## config.mk

```make
export PLATFORM = sky130hd
export DESIGN_NAME = modn_counter_bcd
export DESIGN_NICKNAME = d
export VERILOG_FILES = /design/src/rtl/modn_counter_bcd.sv
export SDC_FILE = /design/constraint.sdc
export NUM_CORES = 1
export LEC_CHECK = 0
export CORE_MARGIN = 2
export CORE_UTILIZATION = 50
export CTS_CLUSTER_SIZE = 14
export DETAILED_ROUTE_END_ITERATION = 6
export PLACE_DENSITY = 0.85
export SLEW_MARGIN = 40
export SYNTH_ARGS = -nofsm -noshare
export SYNTH_HDL_FRONTEND = slang
export SYNTH_SLANG_ARGS = --single-unit
```

## constraint.sdc

```tcl
create_clock -name clk -period 4.5 [get_ports clk]
set_input_delay 1.35 -clock clk [delete_from_list [all_inputs] [get_ports clk]]
set_output_delay 1.35 -clock clk [all_outputs]
set_load 0.02 [all_outputs]
```

## src/rtl/modn_counter_bcd.sv

```systemverilog
// Loadable modulo-N up/down counter with prescaler and terminal-count strobe,
// plus a one-bit-per-cycle shift-add-3 converter that tracks the count as BCD.
module modn_counter_bcd #(
    parameter int WIDTH    = 8,
    parameter int MODULUS  = 200,
    parameter int DIGITS   = 3,
    parameter int PRESCALE = 1
) (
    input  logic                  clk,
    input  logic                  reset,
    input  logic                  en,
    input  logic [1:0]            mode,
    input  logic [WIDTH-1:0]      load_val,
    output logic [WIDTH-1:0]      count,
    output logic                  tc,
    output logic [4*DIGITS-1:0]   bcd,
    output logic                  bcd_valid
);

    localparam int BW = 4 * DIGITS;
    localparam int PW = (PRESCALE > 1) ? $clog2(PRESCALE) : 1;
    localparam int IW = (WIDTH > 1) ? $clog2(WIDTH) : 1;

    localparam logic [WIDTH-1:0] MAX_CNT = WIDTH'(MODULUS - 1);
    localparam logic [PW-1:0]    PRE_MAX = PW'(PRESCALE - 1);
    localparam logic [IW-1:0]    IDX_TOP = IW'(WIDTH - 1);

    localparam logic [1:0] MODE_HOLD = 2'b00;
    localparam logic [1:0] MODE_UP   = 2'b01;
    localparam logic [1:0] MODE_DOWN = 2'b10;
    localparam logic [1:0] MODE_LOAD = 2'b11;

    function automatic longint pow10(input int n);
        longint r;
        r = 64'sd1;
        for (int i = 0; i < n; i++) begin
            r = r * 64'sd10;
        end
        return r;
    endfunction

    // Digit-wise +3 correction applied before each shift of the double-dabble.
    function automatic logic [BW-1:0] add3(input logic [BW-1:0] v);
        logic [BW-1:0] r;
        r = v;
        for (int d = 0; d < DIGITS; d++) begin
            if (v[4*d +: 4] >= 4'd5) begin
                r[4*d +: 4] = v[4*d +: 4] + 4'd3;
            end else begin
                r[4*d +: 4] = v[4*d +: 4];
            end
        end
        return r;
    endfunction

    if (MODULUS < 2 || longint'(MODULUS) > (64'sd1 <<< WIDTH)) begin : g_bad_modulus
        $error("modn_counter_bcd: MODULUS must lie in 2..2**WIDTH");
    end
    if (pow10(DIGITS) < longint'(MODULUS)) begin : g_bad_digits
        $error("modn_counter_bcd: DIGITS too small for MODULUS");
    end
    if (PRESCALE < 1) begin : g_bad_prescale
        $error("modn_counter_bcd: PRESCALE must be at least 1");
    end

    typedef enum logic [0:0] {ST_IDLE = 1'b0, ST_SHIFT = 1'b1} conv_state_e;

    logic [WIDTH-1:0] cnt_q,   cnt_d;
    logic [PW-1:0]    pre_q,   pre_d;
    logic             tc_q,    tc_d;
    logic             step_s;

    conv_state_e      state_q, state_d;
    logic [WIDTH-1:0] snap_q,  snap_d;
    logic [BW-1:0]    sr_q,    sr_d;
    logic [IW-1:0]    idx_q,   idx_d;
    logic [BW-1:0]    bcd_q,   bcd_d;
    logic             valid_q, valid_d;
    logic [BW-1:0]    adj_s;
    logic [BW-1:0]    shifted_s;
    logic             changed_s;

    // Prescaler, count and terminal-count next state.
    always_comb begin
        cnt_d  = cnt_q;
        pre_d  = pre_q;
        tc_d   = 1'b0;
        step_s = 1'b0;
        case (mode)
            MODE_UP, MODE_DOWN: begin
                if (en) begin
                    if (pre_q == PRE_MAX) begin
                        pre_d  = '0;
                        step_s = 1'b1;
                    end else begin
                        pre_d = pre_q + PW'(1);
                    end
                end else begin
                    pre_d = pre_q;
                end
                if (step_s && mode == MODE_UP) begin
                    if (cnt_q == MAX_CNT) begin
                        cnt_d = '0;
                        tc_d  = 1'b1;
                    end else begin
                        cnt_d = cnt_q + WIDTH'(1);
                    end
                end else if (step_s) begin
                    if (cnt_q == '0) begin
                        cnt_d = MAX_CNT;
                        tc_d  = 1'b1;
                    end else begin
                        cnt_d = cnt_q - WIDTH'(1);
                    end
                end else begin
                    cnt_d = cnt_q;
                end
            end
            MODE_LOAD: begin
                cnt_d = (load_val > MAX_CNT) ? MAX_CNT : load_val;
                pre_d = '0;
            end
            MODE_HOLD: begin
                cnt_d = cnt_q;
                pre_d = pre_q;
            end
            default: begin
                cnt_d = cnt_q;
                pre_d = pre_q;
            end
        endcase
    end

    // Counter registers.
    always_ff @(posedge clk or posedge reset) begin
        if (reset) begin
            cnt_q <= '0;
            pre_q <= '0;
            tc_q  <= 1'b0;
        end else begin
            cnt_q <= cnt_d;
            pre_q <= pre_d;
            tc_q  <= tc_d;
        end
    end

    assign changed_s = (cnt_q != snap_q);
    assign adj_s     = add3(sr_q);
    assign shifted_s = {adj_s[BW-2:0], snap_q[idx_q]};

    // Converter state register.
    always_ff @(posedge clk or posedge reset) begin
        if (reset) begin
            state_q <= ST_IDLE;
        end else begin
            state_q <= state_d;
        end
    end

    // Converter next state; a count change always (re)starts a conversion.
    always_comb begin
        state_d = state_q;
        case (state_q)
            ST_IDLE: begin
                if (changed_s) begin
                    state_d = ST_SHIFT;
                end else begin
                    state_d = ST_IDLE;
                end
            end
            ST_SHIFT: begin
                if (changed_s) begin
                    state_d = ST_SHIFT;
                end else if (idx_q == '0) begin
                    state_d = ST_IDLE;
                end else begin
                    state_d = ST_SHIFT;
                end
            end
            default: state_d = ST_IDLE;
        endcase
    end

    // Converter datapath and outputs; bcd only moves when a conversion completes.
    always_comb begin
        snap_d  = snap_q;
        sr_d    = sr_q;
        idx_d   = idx_q;
        bcd_d   = bcd_q;
        valid_d = valid_q;
        case (state_q)
            ST_IDLE, ST_SHIFT: begin
                if (changed_s) begin
                    snap_d  = cnt_q;
                    sr_d    = '0;
                    idx_d   = IDX_TOP;
                    valid_d = 1'b0;
                end else if (state_q == ST_SHIFT) begin
                    sr_d = shifted_s;
                    if (idx_q == '0) begin
                        bcd_d   = shifted_s;
                        valid_d = 1'b1;
                    end else begin
                        idx_d = idx_q - IW'(1);
                    end
                end else begin
                    valid_d = valid_q;
                end
            end
            default: begin
                valid_d = valid_q;
            end
        endcase
    end

    // Converter datapath registers.
    always_ff @(posedge clk or posedge reset) begin
        if (reset) begin
            snap_q  <= '0;
            sr_q    <= '0;
            idx_q   <= '0;
            bcd_q   <= '0;
            valid_q <= 1'b1;
        end else begin
            snap_q  <= snap_d;
            sr_q    <= sr_d;
            idx_q   <= idx_d;
            bcd_q   <= bcd_d;
            valid_q <= valid_d;
        end
    end

    assign count     = cnt_q;
    assign tc        = tc_q;
    assign bcd       = bcd_q;
    assign bcd_valid = valid_q;

endmodule

```

# == Word level (Yosys, flattened, before mapping) ==
# Index checks and enable logic that the tools add are counted.
# Widths: inputs -> output; s select.
# word_totals
register_bits,47
latchBits,0
mem_bits_rw,0
mem_bits_ro,0
in_bits,13
out_inout_bits,22
n_memories,0
# classes
addsub,7
mul,0
div,0
order_cmp,5
n_eq_ne,8
shifts,0
mux,34
n_bitwise,3
n_reduce_logical,12
# ops
cell,n
$mux 8,5
$mux 12,2
$mux 1,17
$pmux 8 s2,1
$ge 4x3->1 const B,3
$mux 3,4
$add 4x2->4 const B,2
$add 8x1->8 const B,1
$eq 8x8->1 const B,1
$gt 8x8->1 const B,1
$logic_not 8->1,1
$mux 4,2
$ne 8x8->1,1
$reduce_and 2->1,4
$sub 8x1->8 const B,1
$eq 2x2->1 const B,2
$lt 3x4->1 const B,1
$ne 2x2->1 const B,2
$pmux 1 s2,2
$reduce_bool 2->1,2
$add 3x2->3 const B,1
$bmux 1 s3,1
$logic_not 3->1,1
$ne 3x2->1 const B,1
8 further kinds,10

# == Logic depth before layout (Yosys ltp) ==
# Gate-level depths: netlist of run 1.
# depth
word_depth,6
mapped_depth,8
mapped_depth_nobuf,7

# == Least setup slack after synthesis of run 1 ==
# OpenSTA, ideal clock, no wires.
# synth_timing
path_type,in2reg
from,input port mode[1]
to,register cnt_q[5] (netlist: count[5])
setup_ps,134
arrival_ps,2600
slack_ps,1766
stages,8
path_buffers,1
cell_sequence,inv_1 -> ha_1 -> nand2b_1 -> nor2b_1 -> clkbuf_1 -> and3_1 -> a222oi_1 -> o21ai_1
# synth_between
elab_chain_len,4
word_cells_on_any_way,11
cone_classes,eq/ne (4); mux (2); bitwise (1); reduce/logical (4)
# synth_lines
element,line_no,text
from (decl),12,"input logic [1:0] mode,"
$eq 2x1->1 / $eq 2x2->1 (equally long branches),"89, 101",
$reduce_or 2->1 / $logic_and 1x1->1 (equally long branches),"89, 101",
$ne 3x2->1 (no source line) / $mux 8 (equally long branches),n/a,
$reduce_and 2->1 (no source line) / $pmux 8 s2 (equally long branches),n/a,
to (signal assigned),141,cnt_q <= cnt_d;
to (decl),68,"logic [WIDTH-1:0] cnt_q, cnt_d;"
# Parallel ways exist; a longest one is shown, timed or not.
# A chain may end at the register's enable or synchronous reset.

# == Worst setup path after layout of run 1 ==
# layout_timing
from,input port mode[0]
to,register cnt_q[5] (netlist: count[5])
# Same word-level chain as after synthesis.

==> flow_metrics.py, run 1 <==
metrics = {
    "global_route": {
        "track_usage": 0.1968,
        "grt_max_degree": 47,
        "grt_overflow_total": 0,
        "grt_pass1_vias": 2148,
        "antenna_found_initial": 0,
        "grt_first_pass_wirelength_um": 9880,
    },
    "run_status": {
        "outcome": "finished, final reports clean",
    },
    "placed_design": {
        "port_buffers": 34,
        "routabilityCongestion": 0.9574,
        "dp_slack_ps": 1138,
        "dp_hpwl_um": 4131,
        "dp_cells": 374,
        "placed_cell_area_sq_um": 3126,
    },
    "job": {
        "drv_cap": 0,
    },
    "die": {
        "io_pins": 35,
        "core-area_sq_um": 5473,
        "fp.dieW_um": 78.82,
        "initial_core_util": 0.5114,
        "die_area_sq_um": 6213,
        "rows": 27,
        "die_h_um": 78.82,
    },
    "clocking": {
        "ctsResizeCount": 0,
        "cts_root_buf": "clkbuf_8",
        "cts_hold_buffers": 0,
        "cts_sinks": 46,
        "clock_latency_ps": 290,
        "cts_tree": "built",
        "h-tree-depth": 2,
        "cts_buffers": 5,
        "clkTransAtPathRegs_ps": 80,
        "cts_setup_buffers": 0,
        "clockBufferDepth": 2,
    },
    "yosys": {
        "synthTopCellsByArea": "dfrtp_1 (40%), ha_1 (6.3%), mux2i_1 (4.3%), mux2_4 (4.3%), xor2_1 (3.4%)",
        "async_flop_share": 1.000,
        "syn_inst": 290,
        "ys_seq_area_frac": 0.4117,
        "yosys_warnings": 0,
        "synthFlopType": "dfrtp_1",
        "synth_top_cell_area_share": 0.4023,
        "syn_area_sq_um": 2799,
        "syn_avg_cell_area_sq_um": 9.651,
        "synth-edff-count": 0,
        "yosys.area.top_type": "dfrtp_1",
        "yosysUniqueCellTypes": 56,
        "synth.net_count": 317,
        "ys_seq_elements": 46,
    },
    "sta": {
        "tightest_slew_ps": 748.2,
        "setup_violations": 0,
        "min_period_over_period": 0.6798,
        "slew-limit-headroom": 0.5012,
        "min_period_ps": 3059,
        "fin_ws_ps": 1441,
        "max_clock_freq_ghz": 0.3269,
        "drv_slew": 0,
        "setup_tns_ps": 0,
        "finalClockSkew_ps": 6.886,
        "rsz0062_at_grt": "no",
        "hold_viol": 0,
    },
    "setup_path": {
        "cp-start-kind": "input port",
        "worstPathArrival_ps": 3230,
        "crit_type": "in -> reg",
        "critPathRequiredTime_ps": 4670,
        "end_kind": "flip-flop",
        "rrSetupSlack_ps": 1940,
        "startpoint": "mode[0]",
        "cp_max_fo": 8,
        "regToRegStartpoint": "count[5]",
    },
    "detailed_routing": {
        "routed_wl_um": 5767,
        "ant_nets": 0,
        "drtPass1Iterations": 4,
        "first_iter_violations": 175,
        "drc": 0,
        "wl_per_cell_um": 15.10,
        "post_drt_via_cell_ratio": 5.592,
        "vias": 2136,
    },
    "power": {
        "vdd_drop_max_mv": 0.2377,
        "p_clk_frac": 0.203,
        "p_comb_frac": 0.329,
        "seq_power_share": 0.467,
        "p_switching_w": 0.0004855,
        "cellLeakagePower_nw": 1.422,
        "p_per_area_nw_per_um2": 397.7,
        "intPower_w": 0.0007937,
        "swShare": 0.3795,
    },
    "finish": {
        "diodes": 0,
        "final_area_sq_um": 3217,
        "synthToLayoutAreaGrowth_pct": 14.93,
        "drive_gt1_frac": 0.08065,
        "nets": 336,
        "finalNonFillerCells": 382,
        "final_common_cell": "dfrtp_1",
        "final_util": 0.5878,
        "fillers": 485,
        "layout_common_cells": "dfrtp_1 (45), clkdlybuf4s50_1 (34), nand2_1 (25), nor2_1 (23), inv_1 (19)",
    },
    "worst_hold_path": {
        "hold_path_startpoint": "bcd_valid",
        "hold_class": "reg -> reg",
    },
}
cells in the mapped netlist (3+ instances only):
master	number
dfrtp_1	45
nand2_1	25
nor2_1	23
inv_1	20
clkbuf_1	17
a21oi_1	14
ha_1	14
o21ai_0	13
mux2i_1	12
nand3_1	11
xor2_1	11
mux2_4	8
nand2b_1	8
xnor2_1	6
a211oi_1	4
nor3_1	3
o21ai_1	3
or3_1	3
per-stage QoR:
| stage | hold slack [ps] | total power, W |
|---|---|---|
| after CTS | 474.3 | 0.001278 |
| after floorplan | 486.3 | 0.0009054 |
| final | 465.1 | 0.001279 |
| after global placement | 448.0 | 0.001019 |
| after detailed placement | 461.7 | 0.001023 |
| after global routing | 481.2 | 0.001355 |
per-layer routing:
layer | vias to the layer above | GRT usage | share of wire
li1 | 1036 | - | -
met1 | 1023 | 0.2515 | 0.42
met2 | 73 | 0.3521 | 0.52
met3 | 4 | 0.02841 | 0.049
met4 | 0 | 0.04828 | 0.0071
met5 | - | 0 | 0
sequential cells by signal, summed over array words and instances, names as in the netlist:
| name | cells |
|---|---|
| count | 8 |
| bcd | 12 |
| sr_q | 12 |
| idx_q | 3 |
| tc | 1 |
| bcd_valid | 1 |
| snap_q | 8 |
| state_q | 1 |
critical path, stage by stage:
cell and delay [ps]:
clkdlybuf4s50_1 510, inv_1 60, ha_1 300, nand2b_1 110, nor2b_1 440, o31ai_1 140, a222oi_1 230, o21ai_1 100
power groups by stage:
stage / clock network (W) / logic [W] / registers, W
2_1_floorplan: 0 / 0.000339 / 0.000566
3_3_place_gp: 0 / 0.000415 / 0.000604
3_5_place_dp: 0 / 0.000418 / 0.000605
4_1_cts: 0.000260 / 0.000421 / 0.000596
5_1_grt: 0.000278 / 0.000464 / 0.000613
6_report: 0.000260 / 0.000421 / 0.000598
cells by family (layout without fill, tap and decap cells):
group / Yosys count / count (layout) / share of synthesized area
flops: 46 / 46 / 0.4117
fa+ha+maj: 14 / 14 / 0.06258
mux: 25 / 25 / 0.1140
compound gates: 53 / 53 / 0.1198
xor+xnor: 17 / 17 / 0.05320
simple gates: 93 / 93 / 0.1739
buf+inv: 42 / 62 / 0.06481
layout make-up:
cell class / instances / area [sq um] / share of cell area
repair buffers: 34 / 340.3 / 0.1058
clock inverters: 1 / 5.005 / 0.001556
flip-flops and latches: 46 / 1152 / 0.3582
well taps: 72 / 90.09 / 0.02800
multi-input cells: 202 / 1465 / 0.4555
clock buffers: 7 / 86.33 / 0.02684
inverters: 20 / 77.57 / 0.02412
path summary, 6_finish.rpt:
check,end,cells past startpoint
max,count[5],8
min,bcd_valid,2
max reg2reg,bcd[10],5
min reg2reg,bcd_valid,2
max in group asynchronous,sr_q[11],2
min in group asynchronous,count[0],2
Power figures use the tool's default switching activity.
==> inputs of run 2 (changes only) <==
==> constraint.sdc (replaced) <==
create_clock -name clk -period 2.9 [get_ports clk]
set_input_delay 0.87 -clock clk [delete_from_list [all_inputs] [get_ports clk]]
set_output_delay 0.87 -clock clk [all_outputs]
set_load 0.02 [all_outputs]
==> run 2 against run 1 <==
  * Via count is 3.5% higher
  * Routed wire length hardly changed
  * Flip-flop and latch count stayed put
  * Register-to-register slack worse by 1300 ps
  * Worst hold slack worse by 2.3 ps
  * Largest cell class unchanged
==> flow_metrics.py, run 2 (synthesis gave the netlist of run 1 again) <==
metrics = {
    "run_status": {
        "outcome": "finished, final reports clean",
    },
    "setup_path": {
        "worstPathArrival_ps": 1670,
        "critPathRequiredTime_ps": 2030,
        "crit_path_max_incr_delay_ps": 710,
        "cp_max_fo": 14,
        "end_kind": "primary output",
        "path_buf_inv": 1,
        "cpMaxStageDelayCell": "clkdlybuf4s50_1",
        "worstPathCellList": "clkdlybuf4s50_1",
        "r2r.worst_path.cells": 5,
        "critical_path_depth": 1,
        "crit_type": "reg -> out",
        "startpoint": "count[6]",
        "cp-start-kind": "flip-flop",
        "regToRegStartpoint": "count[3]",
        "rrSetupSlack_ps": 600,
        "crit_end": "count[6]",
        "rr_endpoint": "bcd[11]",
        "path_delay_family": "buffers and inverters",
    },
    "sta": {
        "setup_violations": 0,
        "tightest_slew_ps": 495.2,
        "hold_viol": 0,
        "finalClockSkew_ps": 9.092,
        "drv_slew": 0,
        "rsz0062_at_grt": "no",
        "min_period_ps": 2542,
        "slew-limit-headroom": 0.6699,
        "max_clock_freq_ghz": 0.3934,
        "setup_tns_ps": 0,
        "min_period_over_period": 0.8765,
        "hold_ws_ps": 462.8,
    },
    "finish": {
        "final_area_sq_um": 3288,
        "layout_common_cells": "dfrtp_1 (45), clkdlybuf4s50_1 (34), nand2_1 (25), nor2_1 (23), inv_1 (19)",
        "nets": 343,
        "diodes": 0,
        "synthToLayoutAreaGrowth_pct": 17.48,
        "finalNonFillerCells": 389,
        "drive_gt1_frac": 0.1041,
        "fillers": 474,
        "final_common_cell": "dfrtp_1",
    },
    "clocking": {
        "ctsResizeCount": 0,
        "cts_root_buf": "clkbuf_8",
        "cts_setup_buffers": 0,
        "clock_latency_ps": 310,
        "clkTransAtPathRegs_ps": 90,
        "cts_buffers": 5,
        "cts_tree": "built",
        "cts_hold_buffers": 0,
        "cts_sinks": 46,
        "h-tree-depth": 2,
        "clockBufferDepth": 2,
    },
    "global_route": {
        "grtUsageMet3": 0.03977,
        "antenna_found_initial": 0,
        "track_usage": 0.2053,
        "grt_use_met1": 0.2648,
        "grt_pass1_vias": 2162,
        "grt_use_met2": 0.3462,
        "grt_overflow_total": 0,
        "grt-busiest-layer": "met2",
        "grt_first_pass_wirelength_um": 10170,
        "grt_max_degree": 22,
    },
    "detailed_routing": {
        "post_drt_via_cell_ratio": 5.684,
        "drtPass1Iterations": 4,
        "first_iter_violations": 182,
        "vias": 2211,
        "ant_nets": 0,
        "wl_per_cell_um": 14.81,
        "routed_wl_um": 5762,
        "drc": 0,
    },
    "die": {
        "rows": 27,
        "initial_core_util": 0.5114,
        "io_pins": 35,
        "fp.dieW_um": 78.82,
        "die_h_um": 78.82,
        "core-area_sq_um": 5473,
        "die_area_sq_um": 6213,
    },
    "placed_design": {
        "dp_cells": 381,
        "routabilityCongestion": 0.9566,
        "dp_hpwl_um": 4305,
        "port_buffers": 34,
        "placed_cell_area_sq_um": 3176,
    },
    "power": {
        "power_w": 0.002090,
        "p_per_area_nw_per_um2": 635.8,
        "cellLeakagePower_nw": 1.465,
        "vdd_drop_max_mv": 0.5064,
    },
    "worst_hold_path": {
        "hold_class": "reg -> reg",
    },
    "job": {
        "drv_cap": 0,
    },
}
run 2: cell type report:
| class | count | area (sq um) | area share |
|---|---|---|---|
| inverter | 20 | 75.07 | 0.02283 |
| clock buffer | 5 | 68.82 | 0.02093 |
| multi-input combinational | 202 | 1465 | 0.4456 |
| timing repair buffer | 41 | 392.9 | 0.1195 |
| sequential | 46 | 1152 | 0.3505 |
| tap | 72 | 90.09 | 0.02740 |
| clock inverter | 3 | 43.79 | 0.01332 |
run 2: worst min-delay path by stage:
stage          depth (start not counted)         to  slack, ps  startpoint
2_1_floorplan                          2    sr_q[9]        490     sr_q[9]
3_3_place_gp                           2  bcd_valid        450   bcd_valid
3_5_place_dp                           2  bcd_valid        450   bcd_valid
4_1_cts                                2  bcd_valid        460   bcd_valid
5_1_grt                                2  bcd_valid        480   bcd_valid
6_report                               2  bcd_valid        460   bcd_valid
run 2: metal layers:
metal / vias to the layer above / wire length [um]
met5: - / 0
met4: 0 / 77
met3: 9 / 292
met2: 73 / 2934
met1: 1072 / 2457
li1: 1057 / -
run 2: where the power goes:
group	leakage, nW	switching (W)	total [W]	internal, W
clock	0.0585	0.000231	0.000490	0.000258
combinational	0.818	0.000364	0.000688	0.000324
sequential	0.589	0.000182	0.000913	0.000730
run 2: through the flow:
step | utilization | setup slack [ps]
2_1_floorplan | - | 645.9
3_3_place_gp | 0.5802 | 162.9
3_5_place_dp | 0.5802 | 90.88
4_1_cts | 0.6008 | 352.5
5_1_grt | 0.6008 | 248.2
6_report | 0.6008 | 358.2
==> inputs of run 3 (changes only) <==
--- a/config.mk
+++ b/config.mk
@@ -5,7 +5,7 @@
 export SDC_FILE = /design/constraint.sdc
 export NUM_CORES = 1
 export LEC_CHECK = 0
-export CORE_MARGIN = 2
+export CORE_MARGIN = 1.5
 export CORE_UTILIZATION = 50
 export CTS_CLUSTER_SIZE = 14
 export DETAILED_ROUTE_END_ITERATION = 6
==> run 3 against run 2 <==
  * Flip-flop and latch count stayed put
  * Critical path depth stayed put
  * Worst hold slack better by 2.5 ps
  * Global-route usage hardly changed
  * Combinational power is 6.8% higher
  * Via count is 2.2% lower
  * Sequential share of layout area is 0.080 points higher
  * Routed wire length is 0.17% lower
  * Clock skew is 5.7 ps higher
  * Worst setup slack better by 2.8 ps
  * Clock power is 21% lower
==> flow_metrics.py, run 3 (synthesis gave the netlist of run 1 again) <==
metrics = {
    "setup_path": {
        "cp-start-kind": "flip-flop",
        "cp_max_fo": 14,
        "regToRegStartpoint": "count[6]",
        "worstPathArrival_ps": 1670,
        "r2r.worst_path.cells": 5,
        "end_kind": "primary output",
        "critical_path_depth": 1,
        "critPathRequiredTime_ps": 2030,
        "rrSetupSlack_ps": 620,
        "crit_type": "reg -> out",
        "cpMaxStageDelayCell": "clkdlybuf4s50_1",
        "worstPathCellList": "clkdlybuf4s50_1",
        "path_delay_family": "buffers and inverters",
        "path_buf_inv": 1,
        "rr_endpoint": "bcd[11]",
        "crit_path_max_incr_delay_ps": 700,
    },
    "global_route": {
        "grt_pass1_vias": 2089,
        "track_usage": 0.2048,
        "grt_max_degree": 47,
        "grt_overflow_total": 0,
        "antenna_found_initial": 0,
        "grt_first_pass_wirelength_um": 9818,
    },
    "sta": {
        "tightest_slew_ps": 573.2,
        "setup_tns_ps": 0,
        "slew-limit-headroom": 0.6179,
        "drv_slew": 0,
        "hold_viol": 0,
        "max_clock_freq_ghz": 0.3939,
        "setup_violations": 0,
        "rsz0062_at_grt": "no",
        "min_period_ps": 2539,
        "finalClockSkew_ps": 14.75,
        "min_period_over_period": 0.8755,
    },
    "detailed_routing": {
        "drtPass1Iterations": 5,
        "vias": 2163,
        "first_iter_violations": 122,
        "routed_wl_um": 5752,
        "wl_per_cell_um": 14.71,
        "ant_nets": 0,
        "drc": 0,
        "post_drt_via_cell_ratio": 5.532,
    },
    "clocking": {
        "cts_root_buf": "clkbuf_8",
        "cts_sinks": 46,
        "clockBufferDepth": 2,
        "cts_tree": "built",
        "cts_setup_buffers": 0,
        "cts_buffers": 5,
        "h-tree-depth": 2,
        "cts_hold_buffers": 0,
        "ctsResizeCount": 0,
        "clkTransAtPathRegs_ps": 90,
        "clock_latency_ps": 300,
    },
    "die": {
        "die_area_sq_um": 6056,
        "die_h_um": 77.82,
        "fp.dieW_um": 77.82,
        "core-area_sq_um": 5439,
        "rows": 27,
        "initial_core_util": 0.5146,
        "io_pins": 35,
    },
    "finish": {
        "nets": 345,
        "diodes": 0,
        "drive_gt1_frac": 0.1097,
        "final_common_cell": "dfrtp_1",
        "layout_common_cells": "dfrtp_1 (45), clkdlybuf4s50_1 (34), nand2_1 (25), nor2_1 (23), inv_1 (19)",
        "synthToLayoutAreaGrowth_pct": 17.21,
        "final_area_sq_um": 3281,
    },
    "power": {
        "cellLeakagePower_nw": 1.462,
        "vdd_drop_max_mv": 0.4730,
        "p_per_area_nw_per_um2": 612.8,
    },
    "run_status": {
        "outcome": "finished, final reports clean",
    },
    "placed_design": {
        "placed_cell_area_sq_um": 3191,
        "routabilityCongestion": 0.9858,
        "dp_hpwl_um": 4146,
        "port_buffers": 34,
    },
    "worst_hold_path": {
        "holdPathEnd": "bcd_valid",
        "hold_depth": 2,
        "hold_path_startpoint": "bcd_valid",
        "hold_class": "reg -> reg",
    },
    "job": {
        "drv_cap": 0,
    },
}
-- run 3: how the worst max path moves through the flow --
stage                to     start
2_1_floorplan  count[5]   mode[1]
3_3_place_gp   count[5]   mode[0]
3_5_place_dp   count[5]   mode[0]
4_1_cts        count[6]  count[6]
5_1_grt        count[7]   mode[1]
6_report       count[6]  count[6]
-- run 3: cell type report --
type	instances	area, sq um
multi-input combinational	202	1465
timing repair buffer	43	407.9
clock buffer	5	68.82
tap	72	90.09
clock inverter	3	21.27
fill	462	2158
inverter	20	75.07
sequential	46	1152
-- run 3: report_power, final --
group	internal, W	switching, W	total (W)
Combinational	0.000338	0.000397	0.000735
Sequential	0.000731	0.000155	0.000886
Clock	0.000169	0.000220	0.000389
Total	0.00124	0.000772	0.00201
-- run 3: tightest hold or removal path: stages, from the launching register on --
cell and delay, ps:
dfstp_2 370, inv_1 40, a21oi_1 50
-- run 3: per-layer routing --
metal	up-vias	track usage	share of wire	wire, um
met5	-	0	0	0
met4	0	0.04909	0.011	63
met3	8	0.05059	0.061	352
met2	75	0.3426	0.49	2803
met1	1022	0.2656	0.44	2532
li1	1058	-	-	-
-- run 3: stage by stage --
| stage | hold slack [ps] | utilization | cells | power [W] | setup WS (ps) |
|---|---|---|---|---|---|
| 6_report | 465.3 | 0.6032 | 391 | 0.002011 | 361.0 |
| 5_1_grt | 495.6 | 0.6032 | 391 | 0.002141 | 302.7 |
| 4_1_cts | 468.5 | 0.6032 | 391 | 0.002025 | 360.8 |
| 3_5_place_dp | 454.4 | 0.5866 | 383 | 0.001626 | 149.8 |
| 3_3_place_gp | 450.7 | 0.5866 | 383 | 0.001614 | 178.3 |
| 2_1_floorplan | 486.3 | - | 290 | 0.001405 | 645.9 |
